## src/rtl/afifo_pkg.sv

```systemverilog
// Shared definitions for the async FIFO read-side logic: default entry width,
// counter-width helper and a lane-index type for packers built on the FIFO.
package afifo_pkg;

    localparam int AFIFO_DATA_W   = 8;
    localparam int AFIFO_MAX_PACK = 16;

    typedef logic [$clog2(AFIFO_MAX_PACK)-1:0] lane_idx_t;

    // Width needed to count 0..pack inclusive.
    function automatic int cnt_w(input int pack);
        return $clog2(pack + 1);
    endfunction

endpackage

```

## src/rtl/afifo_rd_packer.sv

```systemverilog
// Read-side consumer of the async FIFO: packs PACK consecutive entries into one
// valid/ready output word. `define PACKER_FLUSH_EN adds flush / out_bytes (partial words).
//
// Handshake: a word transfers on any r_clk edge where out_valid && out_ready; while
// out_valid && !out_ready, out_data and out_valid are held unchanged.
module afifo_rd_packer
    import afifo_pkg::*;
#(
    parameter  int DATA_W = AFIFO_DATA_W,
    parameter  int PACK   = 4,
    localparam int OUT_W  = DATA_W * PACK,
    localparam int CNT_W  = cnt_w(PACK)
) (
    input  logic              r_clk,
    input  logic              clr,
    input  logic              empty,
    input  logic [DATA_W-1:0] r_data,
    output logic              read_en,
    input  logic              out_ready,
`ifdef PACKER_FLUSH_EN
    input  logic              flush,
    output logic [CNT_W-1:0]  out_bytes,
`endif
    output logic [OUT_W-1:0]  out_data,
    output logic              out_valid
);

    logic [CNT_W-1:0] cnt;
    logic             pend;
    logic [OUT_W-1:0] asm_q;
    logic             out_free;
    logic [CNT_W:0]   inflight;
    logic             bypass_done;
    logic             held_done;
    logic             partial_go;
    logic             blocked;

    assign out_free    = !out_valid || out_ready;
    assign inflight    = {1'b0, cnt} + {{CNT_W{1'b0}}, pend};
    assign bypass_done = pend && (cnt == CNT_W'(PACK - 1)) && out_free;
    assign held_done   = (cnt == CNT_W'(PACK)) && out_free;

`ifdef PACKER_FLUSH_EN
    logic flush_req;
    logic flush_go;

    // Flush waits for the last in-flight byte to land before emitting.
    assign flush_go   = flush_req && !pend && out_free;
    assign partial_go = flush_go && (cnt != '0) && (cnt != CNT_W'(PACK));
    assign blocked    = flush_req;

    always_ff @(posedge r_clk or posedge clr) begin
        if (clr) begin
            flush_req <= 1'b0;
        end else begin
            flush_req <= flush || (flush_req && !flush_go);
        end
    end
`else
    assign partial_go = 1'b0;
    assign blocked    = 1'b0;
`endif

    // A read may target the last free lane only if that word can leave on arrival.
    assign read_en = !clr && !empty && !blocked &&
                     ((inflight < (CNT_W+1)'(PACK)) ||
                      ((inflight == (CNT_W+1)'(PACK)) && out_free));

    always_ff @(posedge r_clk or posedge clr) begin
        if (clr) begin
            cnt       <= '0;
            pend      <= 1'b0;
            asm_q     <= '0;
            out_data  <= '0;
            out_valid <= 1'b0;
`ifdef PACKER_FLUSH_EN
            out_bytes <= '0;
`endif
        end else begin
            pend <= read_en;
            if (out_valid && out_ready) begin
                out_valid <= 1'b0;
            end
            if (bypass_done) begin
                out_data  <= {r_data, asm_q[OUT_W-DATA_W-1:0]};
                out_valid <= 1'b1;
                cnt       <= '0;
                asm_q     <= '0;
`ifdef PACKER_FLUSH_EN
                out_bytes <= CNT_W'(PACK);
`endif
            end else if (held_done || partial_go) begin
                out_data  <= asm_q;
                out_valid <= 1'b1;
                cnt       <= '0;
                asm_q     <= '0;
`ifdef PACKER_FLUSH_EN
                out_bytes <= cnt;
`endif
            end else if (pend) begin
                for (int k = 0; k < PACK; k++) begin
                    if (cnt == CNT_W'(k)) begin
                        asm_q[k*DATA_W +: DATA_W] <= r_data;
                    end
                end
                cnt <= cnt + CNT_W'(1);
            end
        end
    end

endmodule

```

## config.mk

```make
export PLATFORM = sky130hd
export DESIGN_NAME = afifo_rd_packer
export DESIGN_NICKNAME = d
export VERILOG_FILES = /design/src/rtl/afifo_pkg.sv /design/src/rtl/afifo_rd_packer.sv
export SDC_FILE = /design/constraint.sdc
export NUM_CORES = 1
export LEC_CHECK = 0
export ABC_AREA = 1
export ABC_CLOCK_PERIOD_IN_PS = 2800
export CAP_MARGIN = 40
export CORE_MARGIN = 4
export CORE_UTILIZATION = 55
export CTS_CLUSTER_DIAMETER = 30
export DETAILED_ROUTE_END_ITERATION = 8
export DONT_BUFFER_PORTS = 1
export PLACE_DENSITY = 0.71
export SLEW_MARGIN = 5
export SYNTH_ARGS = -nofsm -noshare
export SYNTH_HDL_FRONTEND = slang
export SYNTH_SLANG_ARGS = --single-unit
export TNS_END_PERCENT = 5
```

## constraint.sdc

```tcl
create_clock -name r_clk -period 2.8 [get_ports r_clk]
set_clock_uncertainty 0.2 [all_clocks]
set_input_delay 0.28 -clock r_clk [delete_from_list [all_inputs] [get_ports r_clk]]
set_output_delay 0.28 -clock r_clk [all_outputs]
set_load 0.03 [all_outputs]
```

## Yosys cells after proc, flatten, opt, wreduce, memory -nomap -nowiden

Index checks and enable logic that the tools add are counted.

| storage, ports and cells | value |
|---|---|
| flip-flop bits (word level) | 69 |
| output and inout port bits | 34 |
| word-level logic and storage cells | 55 |

| operators by class | value |
|---|---|
| add/subtract/negate cells | 2 |
| order comparisons | 1 |
| equal/unequal tests | 5 |
| muxes and demuxes | 15 |
| reduce and logical (&&, ||, !) cells | 24 |

Operators by type and width:

| operator | number |
|---|---|
| $mux 32 | 5 |
| $mux 8 | 4 |
| $reduce_bool 3->1 | 6 |
| $mux 3 | 3 |
| $reduce_and 2->1 | 4 |
| $logic_and 1x1->1 | 7 |
| $eq 3x2->1 const B | 2 |
| $add 3x1->4 | 1 |
| $eq 4x3->1 const B | 1 |
| $lt 4x3->1 const B | 1 |
| $add 3x1->3 const B | 1 |
| $eq 3x1->1 const B | 1 |
| $eq 3x3->1 const B | 1 |
| $logic_not 1->1 | 3 |
| $logic_not 3->1 | 1 |
| $mux 1 | 3 |
| $logic_or 1x1->1 | 2 |
| $reduce_bool 2->1 | 1 |

## Depth between registers and ports, before layout

| logic depth | value |
|---|---|
| depth in word-level cells | 5 |
| gate-level depth with buffers | 10 |
| depth with buffers taken out | 9 |

## Least setup slack after synthesis

OpenSTA, ideal clock, no wires.

| timing path | value |
|---|---|
| path kind | reg2out |
| from | register cnt[0] |
| to | output read_en |
| arrival time | 1.551 ns |
| required time | 2.320 ns |
| setup slack | 0.769 ns |
| stages on the path, launching flop included | 6 |
| buffers on the path | 0 |
| cell sequence | dfrtp_1 > ha_1 > ha_1 > nor2_1 > nand2_1 > a21oi_1 |

| between the ends | value |
|---|---|
| cells in the longest elaborated chain, start to end | 5 |

Ends and longest elaborated chain:

| what | line | source |
|---|---|---|
| start: declaration | afifo_rd_packer.sv:28 | `logic [CNT_W-1:0] cnt;` |
| start signal: assignment | afifo_rd_packer.sv:106 | `cnt <= cnt + CNT_W'(1);` |
| $add 3x1->4 * | afifo_rd_packer.sv:39 | `assign inflight = {1'b0, cnt} + {{CNT_W{1'b0}}, pend};` |
| parallel branches: the longest is 2 deep, another holds $lt 4x3->1 | - |  |
| $logic_or 1x1->1 * | afifo_rd_packer.sv:66 | `((inflight < (CNT_W+1)'(PACK)) \|\|` |
| $logic_and 1x1->1 * | afifo_rd_packer.sv:65 | `assign read_en = !clr && !empty && !blocked &&` |
| end: declaration | afifo_rd_packer.sv:18 | `output logic read_en,` |

Mark *: on every way between the ends.

## Worst setup path after layout

| timing path | value |
|---|---|
| from | register cnt[1] |
| to | register out_data[26] |

| between the ends | value |
|---|---|
| cells in the longest elaborated chain, start to end | 4 |

Ends and longest elaborated chain:

| what | line | source |
|---|---|---|
| $eq 3x2->1 | afifo_rd_packer.sv:40 | `assign bypass_done = pend && (cnt == CNT_W'(PACK - 1)) && out_free;` |
| $logic_and 1x1->1 (2 in a row) | afifo_rd_packer.sv:40 |  |
| $mux 32 / $reduce_bool 2->1 (equally long branches) | - |  |
| end signal: assignment | afifo_rd_packer.sv:85 | `out_data <= {r_data, asm_q[OUT_W-DATA_W-1:0]};` |
| end signal: assignment | afifo_rd_packer.sv:93 | `out_data <= asm_q;` |
| end: declaration | afifo_rd_packer.sv:24 | `output logic [OUT_W-1:0] out_data,` |

Several ways; a longest one is shown, not always the timed one.
A chain may end at the register's enable or synchronous reset.

==> impl_metrics.json <==
{
  "drv_slew": 0,
  "tightest_slew_ns": 0.605,
  "drc": 0,
  "power_density_nw_per_um2": 1220,
  "place.gp.congestion": 0.871,
  "crit_fanout": 41,
  "met3_usage_pct": 7.01,
  "grt_pass1_vias": 2132,
  "synth.distinct_cells": 23,
  "port_buffers": 0,
  "postCtsSetupBuffers": 0,
  "critPathKind": "flip-flop to flip-flop",
  "period_minus_slack_ns": 2.37,
  "slew_headroom_pct": 59.5,
  "rows": 27,
  "drt_pass1_iterations": 4,
  "grt_overflow": 0,
  "wire_per_inst_um": 14.3,
  "cts.htree.levels": 3,
  "min_path_type": "input port to flip-flop",
  "syn_avg_cell_area_um2": 9.18,
  "core_area_um2": 5570,
  "use_met1_pct": 25.7,
  "cp.arrival_ns": 2.44,
  "via_per_inst": 5.14,
  "ys_seq_elements": 69,
  "irDropWorstVdd_mv": 0.513,
  "layout_commonest_cell": "nand2_1",
  "cts-root-buf": "clkbuf_8",
  "status": "complete, no violations",
  "finalSetupTns_ns": 0,
  "final_cell_mix": "nand2_1, dfrtp_1, nand3_1",
  "maxCapViolations": 0,
  "postCtsHoldBufs": 9,
  "ctsResizeCount": 0,
  "clock_sinks": 69,
  "ant_nets": 0,
  "grt_usage_pct": 18.7,
  "total_leakage_power_nw": 1.88,
  "yosysWarnings": 0,
  "cts_tree": "done",
  "fp.dieW_um": 84.1,
  "antenna_found_initial": 0,
  "grt.busiest_layer": "met2",
  "yosysSeqAreaShare_pct": 54.2,
  "crit_required_ns": 2.88,
  "grt_pass1_wl_um": 10500,
  "syn_area_um2": 3190,
  "clk_pin_slew_ns": 0.08,
  "max_freq_mhz": 423,
  "finalHoldViolations": 0,
  "grt_util_met2_pct": 28.1,
  "synth_nets": 366,
  "cts_buffers": 9,
  "io_pins": 46,
  "end_kind": "flip-flop",
  "drt_iter0_drc": 188,
  "rsz0062_at_grt": "false",
  "wl_um": 6190,
  "grt_max_degree": 42,
  "dieArea_um2": 7080,
  "crit_path_start_kind": "flip-flop",
  "period_share_pct": 84.5,
  "nets": 377,
  "vias": 2232,
  "detailed_place_hpwl_um": 4180,
  "synthToLayoutAreaGrowth_pct": 9.62,
  "drive_above_1_share_pct": 14.4,
  "setup_viol": 0,
  "start_util_pct": 57.2,
  "cts_buffer_depth": 2,
  "finalPower_mw": 4.25,
  "syn_inst": 347,
  "die_h_um": 84.1,
  "diodes": 0,
  "insertion_delay_ns": 0.34
}
final timing paths:
check                      startpoint           end  slack [ns]  cells past startpoint
min                         r_data[1]     asm_q[17]        0.02                      4
max                            cnt[1]  out_data[26]        0.43                      9
min reg2reg                 asm_q[20]  out_data[20]        0.28                      2
max reg2reg                    cnt[1]  out_data[26]        0.43                      9
max in group asynchronous         clr  out_data[22]        1.42                      3
min in group asynchronous         clr          pend        0.28                      2
Yosys cell counts:
cell type,count,share of area [%]
nand2_1,162,19
dfrtp_1,69,54
nand3_1,25,3.9
o21ai_0,16,2.5
inv_1,14,1.6
nor2_4,8,2.8
ha_1,7,2.7
o21ai_2,7,1.9
buf_6,6,2.1
nand2_4,6,2.1
o21ai_1,4,0.63
buf_2,3,0.47
inv_4,3,0.59
nand2_2,3,0.59
nand3_4,3,1.6
nor2_1,3,0.35
buf_4,2,0.47
a21oi_1,1,0.16
buf_12,1,0.63
inv_2,1,0.12
inv_8,1,0.35
nand2_8,1,0.63
xor2_1,1,0.27
report_power, final:
part | leakage, nW | switching (mW) | internal, mW
Combinational | 0.892 | 0.869 | 0.421
Sequential | 0.888 | 0.628 | 1.42
Clock | 0.105 | 0.384 | 0.524
Total | 1.88 | 1.88 | 2.36
critical path: stages (launching register included):
cell and delay [ns]:
dfrtp_1 0.43, ha_1 0.22, ha_1 0.19, nand2_2 0.08, inv_4 0.06, nand2_4 0.24, nand2_4 0.24, inv_4 0.38
nand2_1 0.13, o21ai_2 0.08
area by class of cell:
cell class | instances | area [um2]
fillers | 462 | 2080
flip-flops and latches | 69 | 1730
multi-input cells | 247 | 1260
clock buffers | 10 | 138
repair buffers | 12 | 113
well taps | 72 | 90.1
inverters | 19 | 86.3
clock inverters | 5 | 83.8
flip-flops by register name, indices dropped and copies added, names as in the netlist:
signal / flops
asm_q: 32
out_data: 32
cnt: 3
out_valid: 1
pend: 1
metrics by stage:
stage          cell area [um2]  instances  hold WS, ns  utilization [%]  setup WS [ns]
2_1_floorplan             3190        347        0.249                -          0.580
3_3_place_gp              3180        410       0.0560             57.1          0.552
3_5_place_dp              3180        410       0.0705             57.1          0.465
4_1_cts                   3490        434      0.00962             62.7          0.449
5_1_grt                   3490        434       0.0109             62.7          0.268
6_report                  3490        434       0.0180             62.7          0.434
kinds of logic (layout without fill, tap and decap cells):
family	count (synthesis)	count (layout)	synth area share [%]
AND/OR/NAND/NOR	211	211	31.2
AO/OA/AOI/OAI	28	28	5.22
flip-flops	69	69	54.2
buffers and inverters	31	46	6.40
XOR/XNOR	1	1	0.275
adder cells (fa/ha/maj)	7	7	2.75
layer usage:
layer	part of all wire (%)	vias up
met4	1.2	0
met5	0	-
met3	7.6	7
li1	-	1116
met1	46	1038
met2	45	71
(Power assumes the default switching activity.)
